File: config.mk
export PLATFORM = sky130hd
export DESIGN_NAME = shiftreg_tx_arbiter_flat
export DESIGN_NICKNAME = d
export VERILOG_FILES = /design/src/rtl/shiftreg_tx_arbiter_if.sv /design/src/rtl/shiftreg_tx_arbiter.sv /design/src/flat_wrapper.sv
export SDC_FILE = /design/constraint.sdc
export NUM_CORES = 1
export LEC_CHECK = 0
export ABC_AREA = 0
export BUFFER_PORTS_ARGS = -buffer_cell sky130_fd_sc_hd__buf_2
export CAP_MARGIN = 15
export CORE_ASPECT_RATIO = 1.5
export CORE_MARGIN = 3
export CORE_UTILIZATION = 36
export CTS_CLUSTER_DIAMETER = 40
export DETAILED_ROUTE_END_ITERATION = 10
export PLACE_DENSITY_LB_ADDON = 0.15
export SLEW_MARGIN = 10
export SYNTH_ARGS = -nofsm -noshare
export SYNTH_HDL_FRONTEND = slang
export SYNTH_SLANG_ARGS = --single-unit
File: constraint.sdc
create_clock -name clk -period 1.7 [get_ports clk]
set_clock_uncertainty 0.05 [all_clocks]
set_input_delay 0.17 -clock clk [delete_from_list [all_inputs] [get_ports clk]]
set_output_delay 0.17 -clock clk [all_outputs]
set_load 0.05 [all_outputs]
File: src/rtl/shiftreg_tx_arbiter_if.sv
// Handshake and serial-output bundle between the word producers and the
// two-requester shift-channel sequencer.
interface shiftreg_tx_arbiter_if #(
  parameter int unsigned W = 8
) ();
  logic         req0_valid;
  logic [W-1:0] req0_data;
  logic         req0_ready;
  logic         req1_valid;
  logic [W-1:0] req1_data;
  logic         req1_ready;
  logic         sh_out;
  logic         sh_en;
  logic         sh_frame;
  logic         grant;
  logic         busy;
  logic         done;

  modport master (
    output req0_valid, req0_data, req1_valid, req1_data,
    input  req0_ready, req1_ready, sh_out, sh_en, sh_frame, grant, busy, done
  );

  modport slave (
    input  req0_valid, req0_data, req1_valid, req1_data,
    output req0_ready, req1_ready, sh_out, sh_en, sh_frame, grant, busy, done
  );
endinterface

File: src/rtl/shiftreg_tx_arbiter.sv
// Round-robin arbiter for two word sources feeding an MSB-first serial
// shifter with programmable bit period and inter-frame gap.
module shiftreg_tx_arbiter #(
  parameter int unsigned W   = 8,
  parameter int unsigned DIV = 4,
  parameter int unsigned GAP = 2
) (
  input logic                  clk,
  input logic                  rst,
  shiftreg_tx_arbiter_if.slave bus
);
  localparam int unsigned DW = (DIV > 1) ? $clog2(DIV) : 1;
  localparam int unsigned BW = $clog2(W);
  localparam int unsigned GW = (GAP > 1) ? $clog2(GAP) : 1;
  localparam logic [DW-1:0] DIV_LAST = DW'(DIV - 1);
  localparam logic [BW-1:0] BIT_LAST = BW'(W - 1);
  localparam logic [GW-1:0] GAP_LAST = GW'((GAP > 0) ? GAP - 1 : 0);

  typedef enum logic [1:0] {S_IDLE, S_SHIFT, S_GAP} state_t;

  state_t        state_q, state_d;
  logic [W-1:0]  shreg_q, shreg_d;
  logic [DW-1:0] div_cnt_q, div_cnt_d;
  logic [BW-1:0] bit_cnt_q, bit_cnt_d;
  logic [GW-1:0] gap_cnt_q, gap_cnt_d;
  logic          last_grant_q, last_grant_d;
  logic          grant_q, grant_d;
  logic          done_q, done_d;
  logic          winner;
  logic          ready0, ready1;
  logic          in_shift;

  always_ff @(posedge clk) begin
    if (rst) begin
      state_q      <= S_IDLE;
      shreg_q      <= '0;
      div_cnt_q    <= '0;
      bit_cnt_q    <= '0;
      gap_cnt_q    <= '0;
      last_grant_q <= 1'b1;
      grant_q      <= 1'b0;
      done_q       <= 1'b0;
    end else begin
      state_q      <= state_d;
      shreg_q      <= shreg_d;
      div_cnt_q    <= div_cnt_d;
      bit_cnt_q    <= bit_cnt_d;
      gap_cnt_q    <= gap_cnt_d;
      last_grant_q <= last_grant_d;
      grant_q      <= grant_d;
      done_q       <= done_d;
    end
  end

  always_comb begin
    state_d      = state_q;
    shreg_d      = shreg_q;
    div_cnt_d    = div_cnt_q;
    bit_cnt_d    = bit_cnt_q;
    gap_cnt_d    = gap_cnt_q;
    last_grant_d = last_grant_q;
    grant_d      = grant_q;
    done_d       = 1'b0;
    ready0       = 1'b0;
    ready1       = 1'b0;
    // Contention goes to whoever did not win last; a lone requester always wins.
    winner       = (bus.req0_valid && bus.req1_valid) ? ~last_grant_q : bus.req1_valid;

    unique case (state_q)
      S_IDLE: begin
        if (!rst && (bus.req0_valid || bus.req1_valid)) begin
          ready0       = ~winner;
          ready1       = winner;
          shreg_d      = winner ? bus.req1_data : bus.req0_data;
          grant_d      = winner;
          last_grant_d = winner;
          div_cnt_d    = '0;
          bit_cnt_d    = '0;
          state_d      = S_SHIFT;
        end
      end
      S_SHIFT: begin
        if (div_cnt_q == DIV_LAST) begin
          div_cnt_d = '0;
          shreg_d   = {shreg_q[W-2:0], 1'b0};
          bit_cnt_d = bit_cnt_q + 1'b1;
          if (bit_cnt_q == BIT_LAST) begin
            done_d    = 1'b1;
            gap_cnt_d = '0;
            state_d   = (GAP > 0) ? S_GAP : S_IDLE;
          end
        end else begin
          div_cnt_d = div_cnt_q + 1'b1;
        end
      end
      S_GAP: begin
        if (gap_cnt_q == GAP_LAST) begin
          state_d = S_IDLE;
        end else begin
          gap_cnt_d = gap_cnt_q + 1'b1;
        end
      end
      default: state_d = S_IDLE;
    endcase
  end

  assign in_shift       = (state_q == S_SHIFT);
  assign bus.req0_ready = ready0;
  assign bus.req1_ready = ready1;
  assign bus.sh_frame   = in_shift;
  assign bus.sh_out     = in_shift & shreg_q[W-1];
  assign bus.sh_en      = in_shift & (div_cnt_q == '0);
  assign bus.busy       = (state_q != S_IDLE);
  assign bus.grant      = grant_q;
  assign bus.done       = done_q;
endmodule

File: src/flat_wrapper.sv
// flat-port wrapper written by rule: the top's interface ports become plain ports
module shiftreg_tx_arbiter_flat 
#(
  parameter int unsigned W   = 8,
  parameter int unsigned DIV = 4,
  parameter int unsigned GAP = 2
)
  (clk, rst, bus_req0_valid, bus_req0_data, bus_req1_valid, bus_req1_data, bus_req0_ready, bus_req1_ready, bus_sh_out, bus_sh_en, bus_sh_frame, bus_grant, bus_busy, bus_done);
  shiftreg_tx_arbiter_if #(.W(W)) bus_i ();
  input logic clk;
  input logic rst;
  input wire logic [$bits(bus_i.req0_valid)-1:0] bus_req0_valid;
  input wire logic [$bits(bus_i.req0_data)-1:0] bus_req0_data;
  input wire logic [$bits(bus_i.req1_valid)-1:0] bus_req1_valid;
  input wire logic [$bits(bus_i.req1_data)-1:0] bus_req1_data;
  output wire logic [$bits(bus_i.req0_ready)-1:0] bus_req0_ready;
  output wire logic [$bits(bus_i.req1_ready)-1:0] bus_req1_ready;
  output wire logic [$bits(bus_i.sh_out)-1:0] bus_sh_out;
  output wire logic [$bits(bus_i.sh_en)-1:0] bus_sh_en;
  output wire logic [$bits(bus_i.sh_frame)-1:0] bus_sh_frame;
  output wire logic [$bits(bus_i.grant)-1:0] bus_grant;
  output wire logic [$bits(bus_i.busy)-1:0] bus_busy;
  output wire logic [$bits(bus_i.done)-1:0] bus_done;
  assign bus_i.req0_valid = bus_req0_valid;
  assign bus_i.req0_data = bus_req0_data;
  assign bus_i.req1_valid = bus_req1_valid;
  assign bus_i.req1_data = bus_req1_data;
  assign bus_req0_ready = bus_i.req0_ready;
  assign bus_req1_ready = bus_i.req1_ready;
  assign bus_sh_out = bus_i.sh_out;
  assign bus_sh_en = bus_i.sh_en;
  assign bus_sh_frame = bus_i.sh_frame;
  assign bus_grant = bus_i.grant;
  assign bus_busy = bus_i.busy;
  assign bus_done = bus_i.done;
  shiftreg_tx_arbiter #(.W(W), .DIV(DIV), .GAP(GAP)) u_core (.clk(clk), .rst(rst), .bus(bus_i));
endmodule
* After elaboration in Yosys (flattened, before gate mapping) *
Index checks and enable logic that the tools add are counted.

storage, ports and cells
  word-level logic and storage cells = 65
  flip-flop bits (word level) = 19
  output and inout bits = 8

cells by class
  equality and inequality tests = 8
  mux-type cells = 25
  add/sub/neg operators = 3
  reduce and logical (&&, ||, !) cells = 15
  bitwise gates (word level) = 6

operator list
  kind                                                 count
  2-to-1 mux 8 bit                                     3
  one-hot mux 8 bit (2 select lines)                   1
  2-to-1 mux 2 bit                                     6
  2-to-1 mux 1 bit                                     9
  2-to-1 mux 3 bit                                     2
  one-hot mux 2 bit (3 select lines)                   1
  one-hot mux 3 bit (2 select lines)                   1
  AND reduction 3 bit                                  2
  nonzero test 2 bit                                   3
  equality test 2 bit, second input constant           2
  logical NOT 2 bit                                    2
  != test 2 x 1 -> 1 bit, second input constant        2
  != test 2 bit, second input constant                 2
  inverter 1 bit                                       4
  one-hot mux 2 bit (2 select lines)                   1
  AND reduction 2 bit                                  2
  AND reduction 4 bit                                  1
  adder 3 x 1 -> 3 bit, second input constant          1
  equality test 3 bit, second input constant           1
  OR reduction 3 bit                                   1
  adder 2 x 1 -> 2 bit, second input constant          1
  AND 1 bit                                            2
  equality test 2 x 1 -> 1 bit, second input constant  1
  logical AND 1 bit                                    2
  other kinds (4)                                      4

* Logic depth before layout (Yosys ltp) *
  depth after elaboration = 5
  depth in mapped cells = 6

* Worst setup path after synthesis *
OpenSTA, ideal clock, no wires.

  kind = reg-to-output
  from = reg u_core.state_q[0]
  to = out bus_req1_ready
  stages on the path, launching flop included = 4
  buffers on the path = 0
  arrival = 1453 ps
  path slack = 27 ps
  cell sequence = dfxtp_1 nor2_2 o211ai_2 nor2b_1

on the way
  cells in the longest elaborated chain, start to end = 2

RTL lines
  what                    line                       text
  from (decl)             shiftreg_tx_arbiter.sv:21  state_t state_q, state_d;
  from (signal assigned)  shiftreg_tx_arbiter.sv:44  state_q <= state_d;
  logical NOT 2 bit       shiftreg_tx_arbiter.sv:69  unique case (state_q)
  2-to-1 mux 1 bit        shiftreg_tx_arbiter.sv:69
  to (decl)               flat_wrapper.sv:17         output wire logic [$bits(bus_i.req1_ready)-1:0] bus_req1_ready;

No other way between the ends.

* Final worst setup path *
  from = reg u_core.state_q[1]
  to = out bus_sh_out

on the way
  cells in the longest elaborated chain, start to end = 2

RTL lines
  what                          line                        text
  equality test 2 x 1 -> 1 bit  shiftreg_tx_arbiter.sv:107  assign in_shift = (state_q == S_SHIFT);
  AND 1 bit                     shiftreg_tx_arbiter.sv:111  assign bus.sh_out = in_shift & shreg_q[W-1];
  to (decl)                     flat_wrapper.sv:18          output wire logic [$bits(bus_i.sh_out)-1:0] bus_sh_out;

No other way between the ends.

==> impl_results.md <==
- Die Y: 72.7 um
- Post-synth ARST share: 0%
- H-tree depth: 1
- # placed instances: 180
- Final worst path period need: 1.61 ns
- Pwr per Cell Area: 860 nW/um2
- Via density: 5.17
- Mapped Cells: 119
- Maximum VDD drop: 500 uV
- First-pass GRT wire length: 3.78 mm
- Worst hold start: rst
- Synthesized cell area: 1070 um2
- Std-Cell Core Area: 2760 um2
- Clock Sink Count: 19
- Cell variety after synth: 29
- Total of max-cap violations: 0
- Final non-filler cell total: 185
- Largest net degree at the start of global routing: 19
- Synth warn: 0
- Buffer depth of the longest clock path: 2
- Final Core Density: 47.2%
- Max-slew violation count: 0
- Syn Area/Cell: 8.98 um2
- Worst EP arrival: 1.39 ns
- Die W: 50.5 um
- Die footprint: 3670 um2
- Crit-path slowest cell: dfxtp_1
- DRT antenna net count: 0
- Net Count, Synth: 143
- Clk Latency, worst-skew pair: 0.25 ns
- Worst Tran Pin Value: 0.366 ns
- CP max FO: 15
- Status: complete, no violations
- DR pass1 iterations: 4
- CP required: 1.48 ns
- Critical path's largest stage delay: 0.34 ns
- # port buffers: 27
- Slew margin rel.: 75.5%
- Number of synthesized flops with an enable pin: 0
- Seq cells post-synth: 19
- Reg clk slew, reported paths: 0.07 ns
- Top cell type's share of synthesized area: 35.6%
- Hold Vio Cnt, Final: 0
- Crit Path Class: flop to output port
- GPL Wtd Cong: 0.829
- Critical Path, Cell by Cell: nand2b_2 -> inv_4 -> and2_1 -> buf_2
- CTS tree: yes
- Yosys top cell by area: dfxtp_1
- Most frequent cells after synthesis: dfxtp_1, nor2_1, o21ai_0, nand2_1, nor2b_1
- Met1 wire length: 899 um
- Layout area overhead: 22.1%
- IO Pins: 28
- Final setup margin: 0.0905 ns
- Rows: 23
- Met3 wire length: 132 um
- N_diodes: 0
- Final TNS setup: 0 ns
- Starting Density: 38.7%
- Metal2 WL: 1.23 mm
- Max Fclk: 621 MHz
- Vias: 957
- Final setup violation count: 0
- CTS buffer count: 3
- WL final: 2.27 mm
- Hold-fix buffer count after cts: 0
- Worst setup path start: u_core.state_q[1]
- Primary FF master, synth: dfxtp_1
- Final HPWL DP: 1.73 mm
- Lkg Pwr: 0.560 nW
- Vias in the first global route: 893
- Worst hold path type: input port to flop
- Largest cells by area after synthesis: dfxtp_1, o31ai_2, a211oi_1
- Grt total ovfl: 0
- First DRT Iteration DRCs: 15
- Initial antenna violation count: 0
- Final period util: 94.7%
- Drt wl/cell: 12.3 um
- Share of cells above drive strength 1: 35.8%
- Min Hold Slack: 0.184 ns
- Crit end category: output port
- FF-to-FF Start: u_core.last_grant_q
- DRC violations left: 0
- Clk root buf: clkbuf_8
- RSZ-0062 raised after global routing: false
- Top-count cell post-synth: dfxtp_1
- Total GRT Usage: 13.4%
- Uppermost layer routed: met4
- Post-synthesis sequential area ratio: 35.6%
- Final Net Count: 173
- Fill cells: 303
- Crit start category: flop
- Setup WS pre-CTS: 0.207 ns
-- final timing paths --
kind / cells after the start / slack [ns] / endpoint
worst max-delay path: 4 / 0.09 / bus_sh_out
worst min-delay path: 2 / 0.18 / u_core.div_cnt_q[0]
worst max register to register: 5 / 0.33 / u_core.shreg_q[2]
worst min register to register: 2 / 0.42 / u_core.shreg_q[6]
-- cells in the final DEF (no fill, tap or decap), types with 4 or more instances in the layout --
cell,instances
nor2b_1,8
nand2_1,8
a21oi_1,6
dfxtp_1,18
o211ai_1,5
buf_2,25
inv_1,5
buf_4,6
o31ai_2,7
a211oi_1,7
ha_1,4
o21ai_0,9
nand3_1,7
nor2_1,9
-- worst max-delay path, delay by kind of cell (launching register included) --
family	cells	cell delay, ns
flops	1	0.34
simple gates	2	0.38
buf+inv	2	0.41
-- report_power, final --
group	switching (W)	internal, W	leakage [nW]
Sequential	0.0000278	0.000478	0.155
Combinational	0.000203	0.000105	0.379
Clock	0.000146	0.000163	0.0255
Total	0.000377	0.000746	0.560
-- registers in the layout (all words and copies together), names as in the netlist --
signal / flops
u_core.bit_cnt_q: 3
u_core.bus.done: 1
u_core.bus.grant: 1
u_core.div_cnt_q: 2
u_core.gap_cnt_q: 1
u_core.last_grant_q: 1
u_core.shreg_q: 8
u_core.state_q: 2
-- cell families after synthesis --
logic type | share of synthesized area, %
compound gates | 34.0
fa+ha+maj | 4.68
buf+inv | 6.21
flops | 35.6
mux | 0.937
simple gates | 18.6
-- per-stage QoR --
stage / total power, W / area, um2
6_report: 0.00112 / 1310
3_5_place_dp: 0.000812 / 1230
2_1_floorplan: 0.000746 / 1070
4_1_cts: 0.00113 / 1280
5_1_grt: 0.00119 / 1310
3_3_place_gp: 0.000808 / 1230
-- routing by layer --
| metal | track usage, % | vias up |
|---|---|---|
| li1 | - | 492 |
| met1 | 13.8 | 431 |
| met2 | 25.9 | 32 |
| met3 | 2.04 | 2 |
| met4 | 6.29 | 0 |
| met5 | 0 | - |
-- cell type report --
cell class | count | area [um2] | area share, %
multi-input cells | 88 | 636 | 48.7
flip-flops and latches | 19 | 382 | 29.2
repair buffers | 31 | 170 | 13.0
well taps | 37 | 46.3 | 3.55
clock buffers | 3 | 41.3 | 3.16
inverters | 6 | 25.0 | 1.92
clock inverters | 1 | 5.00 | 0.384
-- repair_timing --
item / CTS / global route
pin swaps: 0 / 1
setup endpoints to repair: 4 / 4
resized for setup: 3 / 4
buffers inserted: 0 / 1
Note: power is estimated with default switching activity, not from simulation.
